--- config.mk ---
export PLATFORM = sky130hd
export DESIGN_NAME = prescaled_down_timer
export DESIGN_NICKNAME = d
export VERILOG_FILES = /design/src/rtl/prescaled_down_timer_pkg.sv /design/src/rtl/prescaled_down_timer_comb.sv /design/src/rtl/prescaled_down_timer.sv
export SDC_FILE = /design/constraint.sdc
export NUM_CORES = 1
export LEC_CHECK = 0
export BUFFER_PORTS_ARGS = -buffer_cell sky130_fd_sc_hd__buf_4
export CORE_AREA = 2 2 39 41
export DETAILED_ROUTE_END_ITERATION = 7
export DIE_AREA = 0 0 41 43
export PLACE_DENSITY = 0.68
export REMOVE_ABC_BUFFERS = 1
export SLEW_MARGIN = 30
export SYNTH_ARGS = -nofsm -noshare
export SYNTH_HDL_FRONTEND = slang
export SYNTH_SLANG_ARGS = --single-unit
--- constraint.sdc ---
create_clock -name CLK -period 2.5 [get_ports CLK]
set_clock_uncertainty 0.15 [all_clocks]
set_input_delay 0.125 -clock CLK [delete_from_list [all_inputs] [get_ports CLK]]
set_output_delay 0.125 -clock CLK [all_outputs]
set_load 0.02 [all_outputs]
--- src/rtl/prescaled_down_timer_pkg.sv ---
// Shared types and helpers for the prescaled countdown timer.
package prescaled_down_timer_pkg;

    // Controller phases: waiting for a load, counting down, signalling expiry.
    typedef enum logic [1:0] {
        IDLE = 2'd0,
        RUN  = 2'd1,
        DONE = 2'd2
    } state_t;

    // Terminal prescaler value for a given prescaler width (all ones).
    function automatic int unsigned prescale_max(input int unsigned width);
        return (32'd1 << width) - 32'd1;
    endfunction

endpackage : prescaled_down_timer_pkg

--- src/rtl/prescaled_down_timer_comb.sv ---
// Next-state and output decode for the prescaled countdown timer.
// Purely combinational; the top owns every register.
module prescaled_down_timer_comb
    import prescaled_down_timer_pkg::*;
#(
    parameter int PRESCALE_WIDTH = 2,
    parameter int COUNT_WIDTH    = 3
) (
    input  state_t                   state_i,
    input  logic [PRESCALE_WIDTH-1:0] x_i,
    input  logic [COUNT_WIDTH-1:0]    y_i,
    input  logic                     hold_i,
    input  logic                     load_valid_i,
    input  logic [COUNT_WIDTH-1:0]    load_count_i,
    output state_t                   state_d_o,
    output logic [PRESCALE_WIDTH-1:0] x_d_o,
    output logic [COUNT_WIDTH-1:0]    y_d_o,
    output logic                     load_ready_o,
    output logic                     busy_o,
    output logic                     done_o
);

    localparam logic [PRESCALE_WIDTH-1:0] PRESCALE_MAX =
        PRESCALE_WIDTH'(prescale_max(PRESCALE_WIDTH));
    localparam logic [COUNT_WIDTH-1:0] COUNT_ONE = COUNT_WIDTH'(1);

    // Next-state computation for the controller, prescaler and major count.
    always_comb begin
        // NOTE: every output gets a default before the case so no path leaves
        // one unassigned; an unassigned path would infer a latch.
        state_d_o = state_i;
        x_d_o     = x_i;
        y_d_o     = y_i;

        unique case (state_i)
            IDLE: begin
                if (load_valid_i) begin
                    if (load_count_i != '0) begin
                        y_d_o     = load_count_i;
                        x_d_o     = '0;
                        state_d_o = RUN;
                    end else begin
                        // A zero count expires immediately; x and y are already 0.
                        state_d_o = DONE;
                    end
                end
            end
            RUN: begin
                if (!hold_i) begin
                    x_d_o = x_i + 1'b1;
                    if (x_i == PRESCALE_MAX) begin
                        y_d_o = y_i - COUNT_ONE;
                        // Leaving at y==1 guarantees y never wraps below zero.
                        if (y_i == COUNT_ONE) begin
                            state_d_o = DONE;
                        end
                    end
                end
            end
            DONE: begin
                state_d_o = IDLE;
            end
            default: begin
                state_d_o = IDLE;
            end
        endcase
    end

    // Status outputs depend on the registered state only.
    always_comb begin
        load_ready_o = (state_i == IDLE);
        busy_o       = (state_i == RUN);
        done_o       = (state_i == DONE);
    end

endmodule : prescaled_down_timer_comb

--- src/rtl/prescaled_down_timer.sv ---
// Prescaled countdown timer: a valid/ready load arms the major count, which
// decrements once per prescaler wrap; expiry raises a one-cycle done pulse.
module prescaled_down_timer
    import prescaled_down_timer_pkg::*;
#(
    parameter int PRESCALE_WIDTH = 2,
    parameter int COUNT_WIDTH    = 3
) (
    input  logic                   CLK,
    input  logic                   RESET,
    input  logic                   load_valid,
    input  logic [COUNT_WIDTH-1:0] load_count,
    output logic                   load_ready,
    input  logic                   hold,
    output logic [COUNT_WIDTH-1:0] O,
    output logic                   busy,
    output logic                   done
);

    state_t                    state_q, state_d;
    logic [PRESCALE_WIDTH-1:0] x_q, x_d;
    logic [COUNT_WIDTH-1:0]    y_q, y_d;

    prescaled_down_timer_comb #(
        .PRESCALE_WIDTH (PRESCALE_WIDTH),
        .COUNT_WIDTH    (COUNT_WIDTH)
    ) u_comb (
        .state_i      (state_q),
        .x_i          (x_q),
        .y_i          (y_q),
        .hold_i       (hold),
        .load_valid_i (load_valid),
        .load_count_i (load_count),
        .state_d_o    (state_d),
        .x_d_o        (x_d),
        .y_d_o        (y_d),
        .load_ready_o (load_ready),
        .busy_o       (busy),
        .done_o       (done)
    );

    // State, prescaler and major-count registers with synchronous reset.
    always_ff @(posedge CLK) begin
        // NOTE: sequential state uses non-blocking assignments so every
        // register samples the pre-edge values of the others.
        if (RESET) begin
            state_q <= IDLE;
            x_q     <= '0;
            y_q     <= '0;
        end else begin
            state_q <= state_d;
            x_q     <= x_d;
            y_q     <= y_d;
        end
    end

    // The visible count is the major count register in every state.
    always_comb begin
        O = y_q;
    end

endmodule : prescaled_down_timer

==> reports/metrics.yaml, run 1 <==
hold_path:
  hold_path_depth: 4
  hold_path.class: "in2reg"
synthesis:
  synth_top_family_by_area: "simple AND/OR/NAND/NOR gates"
  syn_area_per_cell_um2: 9.64
  synth_top_cell_by_area: "dfxtp_1"
  synth_xor_area_share_pct: 0
  synthFlopType: "dfxtp_1"
  yosysSeqAreaShare_pct: 28.5
  yosys.area.top_type_share_pct: 28.5
  syn-instance-count: 51
  yosysWarnings: 0
  synth_fa_ha_area_share_pct: 7.63
  synth_simple_gate_area_share_pct: 31.0
  synth.cells.most_frequent: "7 x dfxtp_1, 7 x nor2_1"
  synth_cell_type_count: 25
  synthMuxAreaShare_pct: 0
  synthArstFlopShare_pct: 0
  synth_edf_count: 0
  synth.area.top_cells: "dfxtp_1 28%, ha_1 7.6%, a221oi_2 6.1%"
  syn_area_um2: 492
  synth-seq-cells: 7
  synth_compound_gate_area_share_pct: 27.5
place:
  placed_cells: 78
  pre_cts_ws_ps: 847
  dp_hpwl_um: 798
  place_area_um2: 591
  portBuffers: 12
  place_congestion: 0.741
global_routing:
  grt_pass1_wl_mm: 1.61
  grt_start_max_net_pins: 11
  grt_antenna_before_repair: 0
  overflow: 0
  grt_pass1_vias: 379
  gr-usage-all-layers_pct: 14.0
clock_tree:
  clockRootBuffer: "clkbuf_4"
  clk_latency_ps: 250
  holdBufCountCts: 1
  cts.clk_slew.worst_paths_ps: 50
  cts_buffer_depth: 2
  post_cts_buffers: 0
  htree_levels: 1
  cts_buffers: 3
  cts.repair.resized: 0
  cts_sinks: 7
  cts_tree: "done"
job:
  max-cap-violations: 0
pwr:
  power_density_nw_per_um2: 602
  leakage_nw: 0.283
  ir_worst_vdd_mv: 0.239
route:
  route.detailed.drc: 0
  drt_iter0_drc: 9
  wirelength_mm: 1.01
  viasPerCell: 5.25
  post_drt_wl_per_cell_um: 12.2
  via_count: 436
  first_pass_iters: 4
  ant_nets: 0
timing:
  fin_crit_sh_pct: 66.4
  max_freq_mhz: 602
  drv_slew: 0
  hold_viol: 0
  tightest_slew_ps: 450
  final.setup.tns_ps: 0
  fin_ws_ps: 839
  period_needed_ps: 1660
  rsz0062_at_grt: "no"
  slew_headroom_pct: 70.0
  setup-violations-final: 0
setup_path:
  cp_max_fo: 10
  cp_slowest_cell: "dfxtp_1"
  arrival_ps: 1680
  cp_slowest_stage_delay_ps: 590
  cp-start-kind: "register"
  cp.required_ps: 2520
  path_cells: "nand3b_4, a211oi_4, o21ai_2, a221oi_2"
  endpoint_kind: "register"
  crit_type: "reg2reg"
  ff2ff_path_depth: 4
final_layout:
  drive_gt1_share_pct: 35.8
  layout.nets: 78
  final_area_um2: 627
  diodes: 0
  final_cells: 83
  synthToLayoutAreaGrowth_pct: 27.5
  fill_cells: 128
floorplan:
  core_um2: 1380
  ios: 13
  initial_core_util_pct: 35.5
  rows: 14
  die_w_um: 41
  die-area_um2: 1760
  die_h_um: 43
status:
  status: "completed"
sequential cells by signal, indices dropped and copies added (netlist names):
signal	cells
O	3
state_q	2
x_q	2
stage by stage:
step                hold slack, ps  util (%)  power (mW)
CTS                           55.6      45.3       0.380
floorplan                     41.2         -       0.225
finish                        52.8      45.3       0.378
global placement               203      42.7       0.271
detailed placement             209      42.7       0.272
global route                  97.4      45.3       0.396
cells in the final DEF, fill, tap and decap left out, drive strengths merged:
cell type and count:
a221oi 2, a222oi 1, ha 3, or3 1, nor4 1, clkbuf 4
dfxtp 7, nand2 1, and2b 2, nand3 1, nand3b 1, o21ai 3
inv 4, a211oi 2, a211o 2, nor2 7, buf 12, dlygate4sd3 1
a31o 1, nand2b 4, a22oi 1, a21oi 3, nor3 3
where the power goes:
part | leakage [nW] | switching (mW) | internal (mW) | total (mW)
Clock | 0.0150 | 0.0452 | 0.0611 | 0.106
Combinational | 0.210 | 0.0701 | 0.0604 | 0.131
Sequential | 0.0576 | 0.0178 | 0.123 | 0.141
cells by family after synthesis:
kind of cell,after synthesis
fa+ha+maj,3
buf+inv,5
simple gates,21
flops,7
compound gates,15
final cells by class:
type | instances | area, um2 | area share (%)
inverters | 4 | 15.0 | 2.40
clock buffers | 4 | 26.3 | 4.19
flip-flops and latches | 7 | 140 | 22.4
multi-input cells | 39 | 325 | 51.9
well taps | 16 | 20.0 | 3.19
repair buffers | 13 | 100 | 16.0
worst paths after layout:
path / slack (ps) / endpoint / startpoint
max: 840 / O[2] / state_q[0]
min: 50 / x_q[0] / hold
max reg2reg: 840 / O[2] / state_q[0]
min reg2reg: 370 / O[0] / O[0]
worst max-delay path: cells and delay by family, from the launching register on:
family	cells	cell delay (ps)
compound gates	3	690
flops	1	590
simple gates	1	150
layer usage:
layer | part of all wire, % | wire (um) | global-route usage [%] | vias to the layer above
met3 | 5.8 | 59 | 3.14 | 4
met2 | 43 | 433 | 18.8 | 16
met4 | 4.0 | 40 | 10.0 | 0
met5 | 0 | 0 | 0 | -
li1 | - | - | - | 222
met1 | 47 | 476 | 18.9 | 194
(Power assumes the default switching activity.)
==> inputs of run 2 (changes only) <==
--- a/config.mk
+++ b/config.mk
@@ -5,11 +5,12 @@
 export SDC_FILE = /design/constraint.sdc
 export NUM_CORES = 1
 export LEC_CHECK = 0
+export ABC_AREA = 1
 export BUFFER_PORTS_ARGS = -buffer_cell sky130_fd_sc_hd__buf_4
 export CORE_AREA = 2 2 39 41
 export DETAILED_ROUTE_END_ITERATION = 7
 export DIE_AREA = 0 0 41 43
-export PLACE_DENSITY = 0.68
+export PLACE_DENSITY = 0.73
 export REMOVE_ABC_BUFFERS = 1
 export SLEW_MARGIN = 30
 export SYNTH_ARGS = -nofsm -noshare
==> constraint.sdc (replaced) <==
create_clock -name CLK -period 1.4 [get_ports CLK]
set_clock_uncertainty 0.15 [all_clocks]
set_input_delay 0.07 -clock CLK [delete_from_list [all_inputs] [get_ports CLK]]
set_output_delay 0.07 -clock CLK [all_outputs]
set_load 0.02 [all_outputs]
==> reports/metrics.yaml, run 2 <==
setup_path:
  endpoint_kind: "output pin"
  arrival_ps: 1130  # -550 ps
  path_cells: "inv_2, nor2_4, buf_4"
  cp.required_ps: 1180  # -1340 ps
  cp_slowest_cell: "dfxtp_2"
  cp_slowest_stage_delay_ps: 390  # -200 ps
  cp_max_fo: 10  # unchanged
  ff2ff_setup_slack_ps: 60  # -780 ps
  cp-start-kind: "register"
  crit_type: "reg2out"
floorplan:
  die_h_um: 43  # unchanged
  rows: 14  # unchanged
  ios: 13  # unchanged
  die_w_um: 41  # unchanged
  initial_core_util_pct: 37.5  # +2.0 points
  core_um2: 1380  # unchanged
  die-area_um2: 1760  # unchanged
timing:
  period_needed_ps: 1350
  drv_slew: 0  # unchanged
  setup-violations-final: 0  # unchanged
  max_freq_mhz: 739
  slew_headroom_pct: 82.3  # +12 points
  fin_crit_sh_pct: 96.6
  fin_ws_ps: 47.2  # -792 ps
  tightest_slew_ps: 266  # -184 ps
  hold_viol: 0  # unchanged
  rsz0062_at_grt: "yes"
clock_tree:
  cts.clk_slew.worst_paths_ps: 60  # about the same
  cts_sinks: 7  # unchanged
  cts_buffers: 3  # unchanged
  htree_levels: 1  # unchanged
  clk_latency_ps: 270  # +20 ps
  cts_buffer_depth: 2  # unchanged
  cts_tree: "done"
  clockRootBuffer: "clkbuf_4"
pwr:
  seq_power_share_pct: 30.5  # -6.8 points
  power_density_nw_per_um2: 1160  # +93%
  power_frac_clock_pct: 24.4  # -3.8 points
  sw_frac_of_total_pct: 39.2  # +3.9 points
  leakage_nw: 0.382  # +35%
  p_comb_share_pct: 45.2  # +11 points
  p_int_mw: 0.504  # +110%
  p_sw_mw: 0.325  # +140%
  ir_worst_vdd_mv: 0.510  # +110%
hold_path:
  hold_path.class: "in2reg"
final_layout:
  mostFrequentLayoutCells: "22 x nand2_1, 17 x buf_4, 11 x inv_1, 9 x nor2_1, 6 x nand3_1"
  final_cells: 118  # +42%
  layout.nets: 113  # +45%
  drive_gt1_share_pct: 38.2  # +2.4 points
  layout_commonest_cell: "nand2_1"
  largest_register_ffs: 3  # unchanged
  diodes: 0  # unchanged
  synthToLayoutAreaGrowth_pct: 37.6
synthesis:
  yosysWarnings: 0  # unchanged
  syn-instance-count: 80  # +57%
  synth_top_cell_by_area: "dfxtp_1"
  syn_area_um2: 519  # +5.6%
  yosysSeqAreaShare_pct: 27.0  # -1.5 points
  yosys.area.top_type_share_pct: 27.0  # -1.5 points
  syn_area_per_cell_um2: 6.49  # -33%
  synth.most_common_cell: "nand2_1"
  synth-seq-cells: 7  # unchanged
  synthArstFlopShare_pct: 0  # unchanged
  synth.area.top_cells: "dfxtp_1 27%, nand2_1 16%, inv_1 8.0%"
  synth_edf_count: 0  # unchanged
  synthFlopType: "dfxtp_1"
  synth_cell_type_count: 19  # -24%
  synth.cells.most_frequent: "22 x nand2_1, 11 x inv_1, 9 x nor2_1, 7 x dfxtp_1, 7 x nand3_1"
global_routing:
  grt_antenna_before_repair: 0  # unchanged
  grt_start_max_net_pins: 11  # unchanged
  gr-usage-all-layers_pct: 16.0  # +2.0 points
  overflow: 0  # unchanged
  grt_pass1_vias: 482  # +27%
  grt_pass1_wl_mm: 1.90  # +18%
route:
  route.detailed.drc: 0  # unchanged
  via_count: 536  # +23%
  drt_iter0_drc: 6  # -3
  first_pass_iters: 4  # unchanged
  ant_nets: 0  # unchanged
  post_drt_wl_per_cell_um: 9.45  # -22%
  wirelength_mm: 1.12  # +11%
  viasPerCell: 4.54  # -14%
place:
  placed_cells: 110  # +41%
  dp_hpwl_um: 850  # +6.5%
  portBuffers: 12  # unchanged
  place_congestion: 0.813  # +9.8%
  pre_cts_ws_ps: 7.83  # -839 ps
job:
  max-cap-violations: 0  # unchanged
status:
  status: "completed"
==> run 2: cell count changes after synthesis, sizes merged, moves of 2 or more <==
cell,previous run,this run
nand3,1,8
and2b,2,0
a221oi,2,0
a211o,2,0
inv,4,14
nand2b,4,0
nor2,7,13
nand2,1,26
a211oi,2,0
nor3,3,1
==> run 2: path summary, 6_finish.rpt <==
check                   from    endpoint  cells after the start
setup reg to reg        O[0]        O[2]                      7
setup / recovery  state_q[0]        busy                      3
hold / removal    load_valid  state_q[0]                      5
hold reg to reg       x_q[1]      x_q[1]                      2
==> run 2: cell type report <==
| class | instances | area, um2 |
|---|---|---|
| clock buffer | 4 | 26.3 |
| fill | 145 | 669 |
| inverter | 14 | 52.6 |
| multi-input combinational | 59 | 334 |
| sequential | 7 | 144 |
| tap | 16 | 20.0 |
| timing repair buffer | 18 | 138 |
==> run 2: critical path: cells and delay by family (launching register included) <==
family	cells	cell delay [ps]
flip-flops	1	390
buffers and inverters	2	260
AND/OR/NAND/NOR	1	220
==> run 2: power by group through the flow <==
stage          registers, mW  logic (mW)  clock network, mW
2_1_floorplan          0.274       0.218                  0
3_3_place_gp           0.253       0.343                  0
3_5_place_dp           0.254       0.349                  0
4_1_cts                0.251       0.353              0.201
5_1_grt                0.258       0.421              0.216
6_report               0.253       0.375              0.202
==> run 2: per-stage QoR <==
step / util (%) / TNS (ps) / hold WS [ps] / power, mW / instance area (um2)
final: 51.6 / 0 / 16.0 / 0.829 / 714
after detailed placement: 46.6 / 0 / 126 / 0.604 / 644
after global placement: 46.6 / 0 / 122 / 0.595 / 644
after global routing: 51.6 / -13.8 / 59.2 / 0.895 / 714
after floorplan: - / -149 / -10.9 / 0.492 / 519
after CTS: 49.3 / 0 / 18.4 / 0.805 / 682
==> run 2: repair_timing <==
| action | CTS | global route |
|---|---|---|
| hold buffers | 1 | 0 |
| setup endpoints to repair | 2 | 3 |
| pin swaps | 1 | 1 |
| buffers inserted | 0 | 3 |
| endpoints found under the hold margin | 4 | 0 |
| resized for setup | 1 | 5 |
==> run 2: kinds of logic after synthesis <==
family	Yosys count	share of synthesized area [%]
AND/OR/NAND/NOR	51	50.6
flip-flops	7	27.0
adder cells (fa/ha/maj)	3	7.23
AO/OA/AOI/OAI	5	5.06
buffers and inverters	14	10.1
==> run 2: metal layers <==
layer	part of all wire (%)	wire length [um]	vias up	track usage, %
li1	-	-	290	-
met1	47	523	232	19.4
met2	45	502	9	23.4
met3	4.1	46	5	3.14
met4	3.8	42	0	12.0
met5	0	0	-	0
==> inputs of run 3 (changes only) <==
==> constraint.sdc (replaced) <==
create_clock -name CLK -period 1.4 [get_ports CLK]
set_clock_uncertainty 0.15 [all_clocks]
set_input_delay 0.14 -clock CLK [delete_from_list [all_inputs] [get_ports CLK]]
set_output_delay 0.14 -clock CLK [all_outputs]
set_load 0.02 [all_outputs]
==> reports/metrics.yaml, run 3 (synthesis results as in run 2) <==
hold_path:
  worstHoldStart: "load_valid"
  hold_path_depth: 5  # unchanged
  hold_path.class: "in2reg"
  min_to: "state_q[0]"
place:
  place_congestion: 0.813  # unchanged
  pre_cts_ws_ps: 7.83  # unchanged
  dp_hpwl_um: 850  # unchanged
  portBuffers: 12  # unchanged
  placed_cells: 110  # unchanged
setup_path:
  cp-start-kind: "register"
  cp_slowest_cell: "dfxtp_1"
  ff2ff_setup_slack_ps: 80  # +20 ps
  r2r_start: "O[0]"
  r2r_end: "O[2]"
  arrival_ps: 1080  # -50 ps
  cp.required_ps: 1110  # -70 ps
  cp_slowest_stage_delay_ps: 350  # -40 ps
  endpoint_kind: "output pin"
  path_cells: "nor2_2, buf_4"
  crit_type: "reg2out"
  cp_max_fo: 5  # -5
  ff2ff_path_depth: 7  # unchanged
clock_tree:
  cts_sinks: 7  # unchanged
  clockRootBuffer: "clkbuf_4"
  htree_levels: 1  # unchanged
  cts.clk_slew.worst_paths_ps: 50  # about the same
  cts_tree: "done"
  cts_buffers: 3  # unchanged
  clk_latency_ps: 270  # about the same
  cts_buffer_depth: 2  # unchanged
floorplan:
  initial_core_util_pct: 37.5  # unchanged
  rows: 14  # unchanged
  die_h_um: 43  # unchanged
  die-area_um2: 1760  # unchanged
  die_w_um: 41  # unchanged
  core_um2: 1380  # unchanged
  ios: 13  # unchanged
final_layout:
  final_cells: 117  # -0.85%
  synthToLayoutAreaGrowth_pct: 35.7
  multi_input_area_um2: 329  # -1.5%
  diodes: 0  # unchanged
  layout.nets: 112  # -0.88%
  regArea_um2: 146  # +1.7%
  layout_commonest_cell: "nand2_1"
  mostFrequentLayoutCells: "22 x nand2_1, 16 x buf_4, 11 x inv_1, 9 x nor2_1, 7 x nand3_1"
  drive_gt1_share_pct: 36.6  # -1.6 points
  fill_cells: 149  # +2.8%
  largest_register_ffs: 3  # unchanged
global_routing:
  overflow: 0  # unchanged
  grt_start_max_net_pins: 6  # -5
  grt_pass1_vias: 500  # +3.7%
  grt_antenna_before_repair: 0  # unchanged
  grt_pass1_wl_mm: 1.92  # +1.1%
  gr-usage-all-layers_pct: 16.2  # +0.20 points
route:
  via_count: 537  # +0.19%
  route.detailed.drc: 0  # unchanged
  viasPerCell: 4.59  # +1.0%
  ant_nets: 0  # unchanged
  drt_iter0_drc: 13  # +7
  first_pass_iters: 4  # unchanged
  wirelength_mm: 1.11  # -0.27%
  post_drt_wl_per_cell_um: 9.50  # +0.58%
timing:
  tightest_slew_ps: 258  # -7.47 ps
  fin_crit_sh_pct: 97.5  # +0.88 points
  period_needed_ps: 1370  # +12.4 ps
  max_freq_mhz: 732  # -0.90%
  slew_headroom_pct: 82.8  # +0.50 points
  setup-violations-final: 0  # unchanged
  rsz0062_at_grt: "yes"
  hold_viol: 0  # unchanged
  drv_slew: 0  # unchanged
  fin_ws_ps: 34.8  # -12.4 ps
  final.setup.tns_ps: 0  # unchanged
pwr:
  ir_worst_vdd_mv: 0.504  # -1.2%
  leakage_nw: 0.375  # -1.9%
  power_density_nw_per_um2: 1170  # +0.61%
status:
  status: "completed"
job:
  max-cap-violations: 0  # unchanged
-- run 3: worst max-delay path by stage --
stage,from,endpoint,slack [ps]
after CTS,O[0],O[2],1
after floorplan,O[0],O[2],-140
after detailed placement,O[0],O[2],8
after global placement,O[0],O[2],60
after global routing,state_q[1],load_ready,-20
final,state_q[1],load_ready,30
-- run 3: per-stage QoR --
step	util [%]	instance area (um2)	power, mW	hold slack (ps)
finish	50.9	704	0.823	85.5
detailed placement	46.6	644	0.604	196
global placement	46.6	644	0.595	192
CTS	50.4	697	0.819	88.4
floorplan	-	519	0.492	59.1
global route	50.9	704	0.887	127
-- run 3: timing repair --
action,in CTS,in global routing
endpoints found under the setup margin,2,3
pin swaps,1,1
hold buffers,1,0
cloned,0,0
endpoints found under the hold margin,2,0
gates resized for setup,1,5
buffers inserted,2,0
-- run 3: final cells by class --
| class | instances | area share (%) |
|---|---|---|
| inverters | 14 | 7.46 |
| clock buffers | 4 | 3.73 |
| well taps | 16 | 2.84 |
| repair buffers | 17 | 18.5 |
| flip-flops and latches | 7 | 20.8 |
| multi-input cells | 59 | 46.7 |
-- run 3: power breakdown --
| group | switching [mW] | leakage, nW | internal (mW) | total, mW |
|---|---|---|---|---|
| sequential | 0.0231 | 0.0588 | 0.230 | 0.253 |
| combinational | 0.206 | 0.301 | 0.161 | 0.367 |
| clock | 0.0932 | 0.0150 | 0.110 | 0.203 |
| total | 0.322 | 0.375 | 0.501 | 0.823 |
-- run 3: per-layer routing --
metal  global-route usage (%)  up-vias  wire length (um)  part of all wire (%)
met3                     3.14        5                46                   4.1
met1                     19.1      237               491                    44
met5                        0        -                 0                     0
li1                         -      286                 -                     -
met4                     12.0        0                38                   3.4
met2                     24.4        9               535                    48
-- run 3: worst max-delay path, delay by kind of cell (launching register included) --
kind	cells	cell delay, ps
DFF	1	350
and+or+nand+nor	1	260
buffers and inverters	1	200
